## config.mk

```make
export PLATFORM = sky130hd
export DESIGN_NAME = vga_text_scan
export DESIGN_NICKNAME = d
export VERILOG_FILES = /design/src/rtl/vga_pkg.sv /design/src/rtl/vga_cursor_blink.sv /design/src/rtl/vga_text_scan.sv
export SDC_FILE = /design/constraint.sdc
export NUM_CORES = 1
export LEC_CHECK = 0
export ABC_AREA = 1
export ABC_CLOCK_PERIOD_IN_PS = 2200
export BUFFER_PORTS_ARGS = -buffer_cell sky130_fd_sc_hd__buf_2
export CAP_MARGIN = 20
export CORE_ASPECT_RATIO = 2
export CORE_UTILIZATION = 40
export DETAILED_ROUTE_END_ITERATION = 7
export PLACE_DENSITY = 0.65
export SYNTH_ARGS = -nofsm -noshare
export SYNTH_HDL_FRONTEND = slang
export SYNTH_HIERARCHICAL = 1
export SYNTH_SLANG_ARGS = --single-unit
```

## constraint.sdc

```tcl
create_clock -name clk -period 2.2 [get_ports clk]
set_input_delay 0.11 -clock clk [delete_from_list [all_inputs] [get_ports clk]]
set_output_delay 0.11 -clock clk [all_outputs]
set_load 0.005 [all_outputs]
```

## src/rtl/vga_pkg.sv

```systemverilog
// Shared constants and helpers for the VGA scan engine.
package vga_pkg;

  // Cursor control word field positions
  localparam int CUR_COL_LSB   = 0;
  localparam int CUR_ROW_LSB   = 8;
  localparam int CUR_FREQ_LSB  = 16;
  localparam int CUR_EN_BIT    = 24;
  localparam int CUR_SHAPE_BIT = 25;

  // Default 640x480 timing
  localparam int DEF_H_ACTIVE = 640;
  localparam int DEF_H_FP     = 16;
  localparam int DEF_H_SYNC   = 96;
  localparam int DEF_H_BP     = 48;
  localparam int DEF_V_ACTIVE = 480;
  localparam int DEF_V_FP     = 10;
  localparam int DEF_V_SYNC   = 2;
  localparam int DEF_V_BP     = 33;

  typedef enum logic {
    PH_OFF = 1'b0,
    PH_ON  = 1'b1
  } blink_phase_e;

  // Ceiling log2, usable in constant expressions
  function automatic int clog2(input int n);
    int r;
    int v;
    r = 0;
    v = n - 1;
    while (v > 0) begin
      r++;
      v = v >> 1;
    end
    return r;
  endfunction

endpackage

```

## src/rtl/vga_cursor_blink.sv

```systemverilog
// Cursor blink generator: prescaler ticks drive a period counter and phase FSM.
module vga_cursor_blink
  import vga_pkg::*;
#(
  parameter int BLINK_DIV = 390625,
  localparam int PW = clog2(BLINK_DIV)
) (
  input  logic       clk,
  input  logic       rst_n,
  input  logic [7:0] freq,
  output logic       phase
);

  logic [PW-1:0] presc;
  logic          tick;
  logic [7:0]    pcnt, pcnt_nxt;
  blink_phase_e  st, st_nxt;

  assign tick  = (presc == '0);
  assign phase = (st == PH_ON);

  // Prescaler: count down, tick at zero and reload
  always_ff @(posedge clk or negedge rst_n) begin
    if (!rst_n)    presc <= PW'(BLINK_DIV - 1);
    else if (tick) presc <= PW'(BLINK_DIV - 1);
    else           presc <= presc - 1'b1;
  end

  // Phase and period counter state
  always_ff @(posedge clk or negedge rst_n) begin
    if (!rst_n) begin
      st   <= PH_OFF;
      pcnt <= '0;
    end else begin
      st   <= st_nxt;
      pcnt <= pcnt_nxt;
    end
  end

  // Per-tick update: freq 0 holds the cursor on, else toggle every freq+1 ticks
  always_comb begin
    st_nxt   = st;
    pcnt_nxt = pcnt;
    if (tick) begin
      if (freq == 8'd0) begin
        st_nxt = PH_ON;
      end else if (pcnt == 8'd0) begin
        st_nxt   = (st == PH_ON) ? PH_OFF : PH_ON;
        pcnt_nxt = freq;
      end else begin
        pcnt_nxt = pcnt - 8'd1;
      end
    end
  end

endmodule

```

## src/rtl/vga_text_scan.sv

```systemverilog
// Raster counters, character-cell coordinates, delayed sync/blank and text cursor.
module vga_text_scan
  import vga_pkg::*;
#(
  parameter int H_ACTIVE  = DEF_H_ACTIVE,
  parameter int H_FP      = DEF_H_FP,
  parameter int H_SYNC    = DEF_H_SYNC,
  parameter int H_BP      = DEF_H_BP,
  parameter int V_ACTIVE  = DEF_V_ACTIVE,
  parameter int V_FP      = DEF_V_FP,
  parameter int V_SYNC    = DEF_V_SYNC,
  parameter int V_BP      = DEF_V_BP,
  parameter int HS_POL    = 0,
  parameter int VS_POL    = 0,
  parameter int CHAR_W    = 8,
  parameter int CHAR_H    = 16,
  parameter int PIPE      = 2,
  parameter int BLINK_DIV = 390625,
  localparam int H_TOTAL  = H_ACTIVE + H_FP + H_SYNC + H_BP,
  localparam int V_TOTAL  = V_ACTIVE + V_FP + V_SYNC + V_BP,
  localparam int HW       = clog2(H_TOTAL),
  localparam int VW       = clog2(V_TOTAL),
  localparam int CW       = clog2(H_ACTIVE / CHAR_W),
  localparam int RW       = clog2(V_ACTIVE / CHAR_H),
  localparam int GXW      = clog2(CHAR_W),
  localparam int GYW      = clog2(CHAR_H)
) (
  input  logic           clk,
  input  logic           rst_n,
  input  logic [31:0]    ctrl,
  output logic [HW-1:0]  hcoord,
  output logic [VW-1:0]  vcoord,
  output logic [CW-1:0]  col,
  output logic [RW-1:0]  row,
  output logic [GXW-1:0] glyph_x,
  output logic [GYW-1:0] glyph_y,
  output logic           frame_start,
  output logic           cursor_en,
  output logic           hsync,
  output logic           vsync,
  output logic           blank
);

  localparam logic       HS_ON     = 1'(HS_POL);
  localparam logic       VS_ON     = 1'(VS_POL);
  // Delay-line word is {hsync, vsync, blank}
  localparam logic [2:0] SYNC_IDLE = {~HS_ON, ~VS_ON, 1'b1};

  logic                  active, hs_win, vs_win;
  logic [PIPE-1:0][2:0]  sync_pipe;
  logic [CW-1:0]         sh_col;
  logic [RW-1:0]         sh_row;
  logic [7:0]            sh_freq;
  logic                  sh_en, sh_shape;
  logic                  cur_phase, shape_ok;

  assign col         = CW'(hcoord >> GXW);
  assign row         = RW'(vcoord >> GYW);
  assign glyph_x     = hcoord[GXW-1:0];
  assign glyph_y     = vcoord[GYW-1:0];
  assign frame_start = (hcoord == '0) && (vcoord == '0);
  assign active      = (hcoord < HW'(H_ACTIVE)) && (vcoord < VW'(V_ACTIVE));
  assign hs_win      = (hcoord >= HW'(H_ACTIVE + H_FP)) &&
                       (hcoord <  HW'(H_ACTIVE + H_FP + H_SYNC));
  assign vs_win      = (vcoord >= VW'(V_ACTIVE + V_FP)) &&
                       (vcoord <  VW'(V_ACTIVE + V_FP + V_SYNC));
  assign {hsync, vsync, blank} = sync_pipe[PIPE-1];

  // Raster counters: h wraps each line, v advances on the h wrap
  always_ff @(posedge clk or negedge rst_n) begin
    if (!rst_n) begin
      hcoord <= '0;
      vcoord <= '0;
    end else if (hcoord == HW'(H_TOTAL - 1)) begin
      hcoord <= '0;
      vcoord <= (vcoord == VW'(V_TOTAL - 1)) ? '0 : vcoord + 1'b1;
    end else begin
      hcoord <= hcoord + 1'b1;
    end
  end

  // Sync/blank delay line so outputs line up with the downstream pixel pipe
  always_ff @(posedge clk or negedge rst_n) begin
    if (!rst_n) begin
      sync_pipe <= {PIPE{SYNC_IDLE}};
    end else begin
      sync_pipe[0] <= {hs_win ? HS_ON : ~HS_ON, vs_win ? VS_ON : ~VS_ON, ~active};
      for (int i = 1; i < PIPE; i++) sync_pipe[i] <= sync_pipe[i-1];
    end
  end

  // Shadow of cursor control, captured only at frame start to avoid tearing
  always_ff @(posedge clk or negedge rst_n) begin
    if (!rst_n) begin
      sh_col   <= '0;
      sh_row   <= '0;
      sh_freq  <= '0;
      sh_en    <= 1'b0;
      sh_shape <= 1'b0;
    end else if (frame_start) begin
      sh_col   <= ctrl[CUR_COL_LSB +: CW];
      sh_row   <= ctrl[CUR_ROW_LSB +: RW];
      sh_freq  <= ctrl[CUR_FREQ_LSB +: 8];
      sh_en    <= ctrl[CUR_EN_BIT];
      sh_shape <= ctrl[CUR_SHAPE_BIT];
    end
  end

  vga_cursor_blink #(
    .BLINK_DIV(BLINK_DIV)
  ) u_blink (
    .clk  (clk),
    .rst_n(rst_n),
    .freq (sh_freq),
    .phase(cur_phase)
  );

  // Underline shape only covers the bottom two glyph lines
  assign shape_ok = ~sh_shape | (glyph_y >= GYW'(CHAR_H - 2));

  // Cursor hit for the current pixel, presented one cycle later
  always_ff @(posedge clk or negedge rst_n) begin
    if (!rst_n) cursor_en <= 1'b0;
    else        cursor_en <= sh_en & cur_phase & active & (col == sh_col) &
                             (row == sh_row) & shape_ok;
  end

endmodule

```

==> summary.txt, run 1 <==
Run status: finished clean
Setup violations, final: 0
Row Count: 54
IO Pins: 78
DR vias/cell: 4.76
Pleak: 0.00292 µW
CP cell instances: inv_1, ha_1, nand3_1, nor2_2, nand3_4, inv_4, buf_2
Overall global routing resource usage: 20.0%
Count leader, synth: nand2_1
Top-area cell type share of the netlist area: 33.1%
Skew final: 0.00387 ns
Worst R2R Setup Slack: 0.52 ns
Post-Synthesis Cell Area: 4540 µm²
Flops & latches, synth: 77
Max FO, Critical Path: 23
DR iter-0 viols: 133
Hold Vio Cnt, Final: 0
Final nets: 717
Wirelength per Cell: 13.3 µm
PD cells: 612 nW/µm²
Syn Nets: 639
Post-Synthesis Cells: 597
Setup CP Type: reg -> out
Worst VDD drop: 527 µV
MaxCap Viol Count: 0
Die X: 77.3 µm
Area growth, synth to finish: 20.1%
Initial antenna violation count: 0
Sequential share of power: 43.6%
Drt pass-1 iters: 4
Remaining global-route overflow: 0
Compound-Gate Fraction of Synth Area: 3.50%
Initial Utilization: 41.4%
Worst rel slew slack: 71.6%
Cell variety after synth: 33
Post-CTS Setup Bufs: 0
Post-DP HPWL: 8260 µm
FMAX: 486 MHz
Post-synthesis adder-cell area fraction: 2.21%
Critical Path End Type: primary output
CTS HTree Levels: 3
Synth warn: 6
Register area: 1950 µm²
Final Cell Area: 5450 µm²
Vias in the first global route: 4046
Placed Instances: 783
Via count: 3903
Die height: 153 µm
RSZ-0062 raised after global routing: false
Buffers on Ports: 67
DP Area: 4880 µm²
Sw Ratio: 19.0%
XOR/XNOR Fraction of Synth Area: 3.09%
Core area: 10900 µm²
GP Congestion: 0.950
Top delay family on crit path: buffers and inverters
Synth area leaders: dfrtp_1 33%, nand2_1 15%, dfstp_2 9.8%
Worst Hold Slack: 0.00660 ns
Clk buf depth: 2
Seq/Total Area, Yosys: 43.0%
Worst path slowest cell: dfrtp_1
Sink Count: 77
CTS Buf Count: 9
Clk_lat worst skew: 0.33 ns
Largest family of logic cells by synthesized area: simple AND/OR/NAND/NOR gates
First-pass GRT wire length: 18500 µm
Fraction of layout cells with a size suffix above 1: 24.9%
Total net switching power: 635 µW
Total Neg Setup Slack: 0 ns
Period utilization: 93.5%
P_int: 2700 µW
Post-Synth Simple-Gate Area: 37.0%
Syn Area/Cell: 7.60 µm²
Ys async rst share: 100%
Routed Antenna Nets: 0
Multi-input logic area: 2080 µm²
Total wire length: 10900 µm
Worst path max stage delay: 0.42 ns
Largest net degree at the start of global routing: 78
Req. time, crit path: 2.09 ns
Clock network fraction of design power: 52.6%
Dominant cell type by area after synthesis: dfrtp_1
Number of enable flip-flop cells after synthesis: 0
Post-synthesis mux area share: 0%
Dominant synthesized flop cell: dfrtp_1
Hold Path Class: in -> reg
Ant diodes: 0
Die area: 11800 µm²
CTS tree: yes
Comb pwr share: 3.8%
Crit path DAT: 1.95 ns
Setup crit start kind: register
Drt drc: 0
Reg clk slew, reported paths: 0.06 ns
Commonest cells post-synth: 181 x nand2_1, 76 x nor2_1, 65 x inv_1
Final Non-Filler Cells: 820
Period minus WS final: 2.06 ns
Final Max Tran Viols: 0
Total power: 3340 µW
WP buf/inv: 3
Clock Tree Root: clkbuf_16
Least-Margin Pin Slew: 0.426 ns
Number of fill cells in the layout: 1080
-- per-layer routing --
layer  share of wire, %  GRT usage, %  vias to the layer above
met2                 58          39.9                       85
met5                  0             0                        -
met1                 36          18.8                     1819
met4                3.5          11.2                        0
met3                2.6          2.46                       26
li1                   -             -                     1973
-- path summary, 6_finish.rpt --
kind,from,endpoint,depth (start not counted)
min,ctrl[1],sh_col[1],3
min reg2reg,sync_pipe[2],hsync,0
min in group asynchronous,rst_n,vcoord[0],3
max in group asynchronous,rst_n,u_blink/presc[12],3
max reg2reg,hcoord[1],vcoord[0],6
max,hcoord[0],frame_start,7
-- power by group through the flow --
stage	logic, µW	clock network (µW)	registers, µW
after global routing	144	1840	1460
after floorplan	32.5	0	1470
final	125	1760	1450
after detailed placement	99.1	0	1480
after global placement	98.0	0	1480
after CTS	129	1810	1450
-- state kept, by name, indices dropped and copies added, names as in the netlist, 3 cells and up --
signal         flops
u_blink/pcnt       8
sh_freq            8
u_blink/presc     19
sync_pipe          3
vcoord            10
hcoord            10
sh_col             7
sh_row             5
-- cell families (layout without fill, tap and decap cells) --
group,after synthesis,after routing
buffers and inverters,102,185
adder cells (fa/ha/maj),8,8
AND/OR/NAND/NOR,363,363
XOR/XNOR,16,16
AO/OA/AOI/OAI,31,31
flip-flops,77,77
-- what timing repair did --
action	CTS	global route
gates resized for setup	0	0
hold buffers	21	0
hold endpoints to repair	80	0
-- worst min-delay path, delay by kind of cell --
| kind | cells | cell delay [ns] |
|---|---|---|
| buffers and inverters | 1 | 0.10 |
| AND/OR/NAND/NOR | 2 | 0.10 |
-- final cells by class --
type / instances / area share, %
Tap cell: 140 / 3.21
Clock inverter: 3 / 1.65
Sequential cell: 77 / 35.8
Timing Repair Buffer: 93 / 11.0
Clock buffer: 13 / 4.96
Inverter: 76 / 5.28
Multi-Input combinational cell: 418 / 38.2
-- metrics by stage --
| stage | util (%) | setup WS [ns] |
|---|---|---|
| final | 49.8 | 0.143 |
| after global placement | 44.6 | 0.523 |
| after global routing | 49.8 | 0.0280 |
| after CTS | 49.8 | 0.131 |
| after detailed placement | 44.6 | 0.501 |
| after floorplan | - | 0.733 |
-- cell usage in the layout, fill, tap and decap left out, drive strengths merged --
cell	count
or2	1
nand4	6
nor3	4
bufinv	3
nand3b	4
ha	8
o311ai	1
inv	75
a21oi	8
xor2	13
clkinv	1
xnor2	3
nor2	97
dfstp	17
dlygate4sd3	21
o21ai	22
nand2	208
dfrtp	60
nand3	43
buf	72
clkbuf	13
Power figures use the tool's default switching activity.
==> run 2: changes to the inputs <==
CTS_BUF_LIST = sky130_fd_sc_hd__clkbuf_16   (was default)
PLACE_DENSITY = 0.71   (was 0.65)
==> summary.txt, run 2 (synthesized netlist as in run 1, its figures left out) <==
Run status: finished clean
DR iter-0 viols: 154 (+16%)
Reg-to-Reg Start: hcoord[1]
Clk buf depth: 2 (unchanged)
CTS tree: yes
CP cell instances: inv_1, ha_1, inv_1, nor2_2, nand2_1, nor2_2, nand3_4, inv_6, buf_2
Final Non-Filler Cells: 819 (-0.12%)
Pre-CTS WS: 0.444 ns (-0.0564 ns)
Sink Count: 77 (unchanged)
Post-layout util: 49.1% (-0.73 points)
Final Cell Area: 5370 µm² (-1.5%)
Ant diodes: 0 (unchanged)
RSZ-0062 raised after global routing: false
Worst path max stage delay: 0.44 ns (+0.02 ns)
FMAX: 486 MHz (about the same)
Area growth, synth to finish: 18.4%
Skew final: 0.00804 ns (+0.00417 ns)
Clk_lat worst skew: 0.34 ns (about the same)
Commonest non-fill, non-tap cell in the layout: nand2_1
Critical Path End Type: primary output
IO Pins: 78 (unchanged)
Regs by FF count: u_blink/presc x19, hcoord x10, vcoord x10
Row Count: 54 (unchanged)
Crit. Startpoint: vcoord[1]
Setup crit start kind: register
Period utilization: 93.5% (about the same)
Core area: 10900 µm² (unchanged)
Biggest register: u_blink/presc
Via count: 3980 (+2.0%)
GP Congestion: 0.929 (-2.1%)
DR vias/cell: 4.86 (+2.1%)
Register area: 1950 µm² (unchanged)
Post-DP HPWL: 8420 µm (+1.9%)
Reg clk slew, reported paths: 0.06 ns (about the same)
CTS Buf Count: 9 (unchanged)
Worst rel slew slack: 68.7% (-3.0 points)
Largest net degree at the start of global routing: 45 (-42%)
Die X: 77.3 µm (unchanged)
Overall global routing resource usage: 20.2% (+0.13 points)
Final Max Tran Viols: 0 (unchanged)
Placed Instances: 782 (-0.13%)
CTS HTree Levels: 3 (unchanged)
First-pass GRT wire length: 18500 µm (+0.34%)
Setup violations, final: 0 (unchanged)
Vias in the first global route: 4114 (+1.7%)
Final WS setup: 0.143 ns (-0.000197 ns)
Total Neg Setup Slack: 0 ns (unchanged)
Number of fill cells in the layout: 1066 (-1.3%)
Worst VDD drop: 636 µV (+21%)
Buffers on Ports: 67 (unchanged)
MaxCap Viol Count: 0 (unchanged)
Worst path slowest cell: dfrtp_1
Setup CP Type: reg -> out
Multi-input logic area: 2080 µm² (unchanged)
Wirelength per Cell: 13.6 µm (+2.5%)
Least-Margin Pin Slew: 0.470 ns (+0.0446 ns)
Die area: 11800 µm² (unchanged)
Hold Path Class: in -> reg
Period minus WS final: 2.06 ns (+0.000197 ns)
Drt pass-1 iters: 4 (unchanged)
Fraction of layout cells with a size suffix above 1: 24.4% (-0.41 points)
Hold path startpoint: ctrl[1]
Final nets: 716 (-0.14%)
Clock Tree Root: clkbuf_16
Flip-flop count of the largest register after layout: 19 (unchanged)
PD cells: 560 nW/µm² (-8.6%)
Most frequent cells in the layout: 181 x nand2_1, 76 x nor2_1, 68 x inv_1, 66 x buf_2, 60 x dfrtp_1
DP Area: 4870 µm² (-0.15%)
Hold Vio Cnt, Final: 0 (unchanged)
Routed Antenna Nets: 0 (unchanged)
Die height: 153 µm (unchanged)
Remaining global-route overflow: 0 (unchanged)
Drt drc: 0 (unchanged)
Pleak: 0.00289 µW (-1.0%)
Total wire length: 11200 µm (+2.4%)
Post-CTS Setup Bufs: 0 (unchanged)
Initial antenna violation count: 0 (unchanged)
Req. time, crit path: 2.09 ns (about the same)
Initial Utilization: 41.4% (unchanged)
Crit path DAT: 1.95 ns (about the same)
Max FO, Critical Path: 23 (unchanged)
[run 2: repair_timing]
item,4_1_cts,5_1_grt
endpoints found under the hold margin,46,0
hold buffers,21,0
resized for setup,0,1
setup endpoints to repair,0,1
[run 2: final cells by class]
class / instances / area share [%]
clock buffer: 9 / 4.19
clock inverter: 7 / 1.12
inverter: 76 / 5.41
multi-input combinational: 418 / 38.7
sequential: 77 / 36.3
tap: 140 / 3.26
timing repair buffer: 92 / 11.0
[run 2: final timing paths]
| path | endpoint | slack [ns] | cells after the start |
|---|---|---|---|
| min reg2reg | blank | 0.35 | 0 |
| max reg2reg | vcoord[1] | 0.48 | 6 |
| max | frame_start | 0.14 | 9 |
| min in group asynchronous | vcoord[3] | 0.27 | 2 |
| min | sh_col[1] | 0.002 | 3 |
| max in group asynchronous | u_blink/presc[16] | 1.28 | 3 |
[run 2: layer usage]
metal  vias to the layer above  routed length [µm]  share of wire [%]  global-route usage [%]
met1                      1858                3770                 34                    17.7
met5                         -                   0                  0                       0
li1                       1962                   -                  -                       -
met4                         0                 541                4.8                    12.6
met3                        43                 310                2.8                    2.40
met2                       117                6550                 59                    41.0
[run 2: critical path, delay by kind of cell (launching register included)]
family / cells / cell delay, ns
buffers and inverters: 4 / 0.58
flip-flops: 1 / 0.44
AND/OR/NAND/NOR: 4 / 0.44
adder cells (fa/ha/maj): 1 / 0.15
[run 2: power breakdown]
| part | leakage (µW) | internal (µW) | switching (µW) |
|---|---|---|---|
| logic | 0.00183 | 60.2 | 65.4 |
| registers | 0.000902 | 1440 | 15.8 |
| clock network | 0.000153 | 863 | 560 |
| total | 0.00289 | 2360 | 642 |
[run 2: metrics by stage]
step	hold WS [ns]	power, µW
6_report	0.00237	3000
5_1_grt	0.0173	3120
4_1_cts	0.000214	3030
3_5_place_dp	0.0969	1580
3_3_place_gp	0.0953	1570
2_1_floorplan	-0.186	1510
==> run 3: changes to the inputs <==
--- a/config.mk
+++ b/config.mk
@@ -15,3 +15,3 @@
 export DETAILED_ROUTE_END_ITERATION = 7
-export PLACE_DENSITY = 0.71
+export PLACE_DENSITY = 0.61
 export SYNTH_ARGS = -nofsm -noshare
==> constraint.sdc (replaced) <==
create_clock -name clk -period 2.2 [get_ports clk]
set_input_delay 0.33 -clock clk [delete_from_list [all_inputs] [get_ports clk]]
set_output_delay 0.33 -clock clk [all_outputs]
set_load 0.005 [all_outputs]
==> summary.txt, run 3 (synthesized netlist as in run 1, its figures left out) <==
Setup violations, final: 0 (unchanged)
Row Count: 54 (unchanged)
Clock Tree Root: clkbuf_16
Total Neg Setup Slack: 0 ns (unchanged)
Setup CP Type: reg -> out
Initial Utilization: 41.4% (unchanged)
FMAX: 481 MHz (-1.0%)
Drt pass-1 iters: 6 (+2)
CP cell instances: inv_1, ha_1, inv_1, nor2_2, nand2_1, nor2_2, nand3_4, clkinv_8, buf_2
Max FO, Critical Path: 13 (-43%)
Final Max Tran Viols: 0 (unchanged)
Hold Path Class: in -> async
Req. time, crit path: 1.87 ns (-0.22 ns)
Run status: finished, violations left
Period utilization: 94.5% (+0.98 points)
DR iter-0 viols: 120 (-22%)
MaxCap Viol Count: 0 (unchanged)
Worst rel slew slack: 64.7% (-4.0 points)
First-pass GRT wire length: 18100 µm (-2.6%)
Clk buf depth: 2 (unchanged)
DP Area: 4890 µm² (+0.46%)
DR vias/cell: 4.77 (-1.9%)
Least-Margin Pin Slew: 0.530 ns (+0.0599 ns)
Routed Antenna Nets: 0 (unchanged)
Ant diodes: 0 (unchanged)
Worst VDD drop: 407 µV (-36%)
CTS tree: yes
Hold Vio Cnt, Final: 17 (+17)
Area growth, synth to finish: 14.3%
Most frequent cells in the layout: 181 x nand2_1, 76 x nor2_1, 70 x inv_1, 66 x buf_2, 59 x dfrtp_1
Initial antenna violation count: 0 (unchanged)
Overall global routing resource usage: 19.8% (-0.39 points)
RSZ-0062 raised after global routing: false
Post-DP HPWL: 8490 µm (+0.91%)
Regs by FF count: u_blink/presc x19, hcoord x10, vcoord x10
Final nets: 698 (-2.5%)
Flip-flop count of the largest register after layout: 19 (unchanged)
CTS Buf Count: 9 (unchanged)
Sink Count: 77 (unchanged)
Critical Path End Type: primary output
Top delay family on crit path: flip-flops
Setup crit start kind: register
Die X: 77.3 µm (unchanged)
Failing checks: negative hold slack
Final Cell Area: 5180 µm² (-3.4%)
Pleak: 0.00282 µW (-2.3%)
Buffers on Ports: 67 (unchanged)
Via count: 3818 (-4.1%)
IO Pins: 78 (unchanged)
PD cells: 571 nW/µm² (+2.0%)
Die area: 11800 µm² (unchanged)
Biggest register: u_blink/presc
Core area: 10900 µm² (unchanged)
Crit path DAT: 1.75 ns (-0.20 ns)
Period minus WS final: 2.08 ns (+0.0215 ns)
Wirelength per Cell: 13.6 µm (-0.58%)
Worst path slowest cell: dfrtp_2
Clk_lat worst skew: 0.33 ns (about the same)
CTS HTree Levels: 3 (unchanged)
Vias in the first global route: 3870 (-5.9%)
WP buf/inv: 4 (unchanged)
Skew final: 0.00711 ns (-0.000929 ns)
Worst path max stage delay: 0.44 ns (about the same)
Largest net degree at the start of global routing: 40 (-11%)
Die height: 153 µm (unchanged)
Worst Hold Slack: -0.0135 ns (-0.0158 ns)
GP Congestion: 0.946 (+1.7%)
Fraction of layout cells with a size suffix above 1: 25.4% (+0.97 points)
# hold bufs at CTS: 0 (-100%)
Total wire length: 10900 µm (-2.8%)
Reg clk slew, reported paths: 0.06 ns (about the same)
Drt drc: 0 (unchanged)
Remaining global-route overflow: 0 (unchanged)
Commonest non-fill, non-tap cell in the layout: nand2_1
[run 3: cell type report]
type / count / area, µm²
inverters: 76 / 298
multi-input cells: 418 / 2080
fillers: 1136 / 5760
well taps: 140 / 175
repair buffers: 74 / 403
clock buffers: 9 / 225
flip-flops and latches: 77 / 1950
clock inverters: 7 / 53.8
[run 3: what timing repair did]
action	in CTS	in global routing
endpoints found under the setup margin	0	1
gates resized for setup	0	4
setup buffers	0	0
[run 3: final timing paths]
| path | from | to | slack, ns | cells past startpoint |
|---|---|---|---|---|
| worst max-delay path | vcoord[1] | frame_start | 0.12 | 9 |
| worst min-delay path | rst_n | hcoord[7] | -0.01 | 1 |
| worst max register to register | vcoord[1] | sh_shape | 0.47 | 11 |
| worst min register to register | sync_pipe[2] | hsync | 0.36 | 0 |
| max in group asynchronous | rst_n | vsync | 1.55 | 2 |
| min in group clk | ctrl[5] | sh_col[5] | 0.20 | 3 |
[run 3: where the power goes]
| group | leakage, µW | switching [µW] | internal [µW] |
|---|---|---|---|
| combinational | 0.00177 | 60.5 | 35.9 |
| sequential | 0.000900 | 15.2 | 1440 |
| clock | 0.000156 | 552 | 856 |
[run 3: through the flow]
step	worst slack (ns)	util (%)	power (µW)	cells
after CTS	0.0278	47.3	2980	801
after detailed placement	0.388	44.7	1580	785
after global placement	0.445	44.7	1580	785
after global routing	0.0107	47.4	3070	801
final	0.121	47.4	2960	801
after floorplan	0.566	-	1510	597
[run 3: metal layers]
| layer | track usage (%) | wire (µm) | vias to the layer above |
|---|---|---|---|
| met3 | 2.75 | 277 | 29 |
| met5 | 0 | 0 | - |
| met4 | 11.3 | 487 | 0 |
| met2 | 38.1 | 6140 | 86 |
| li1 | - | - | 1932 |
| met1 | 19.4 | 3970 | 1771 |
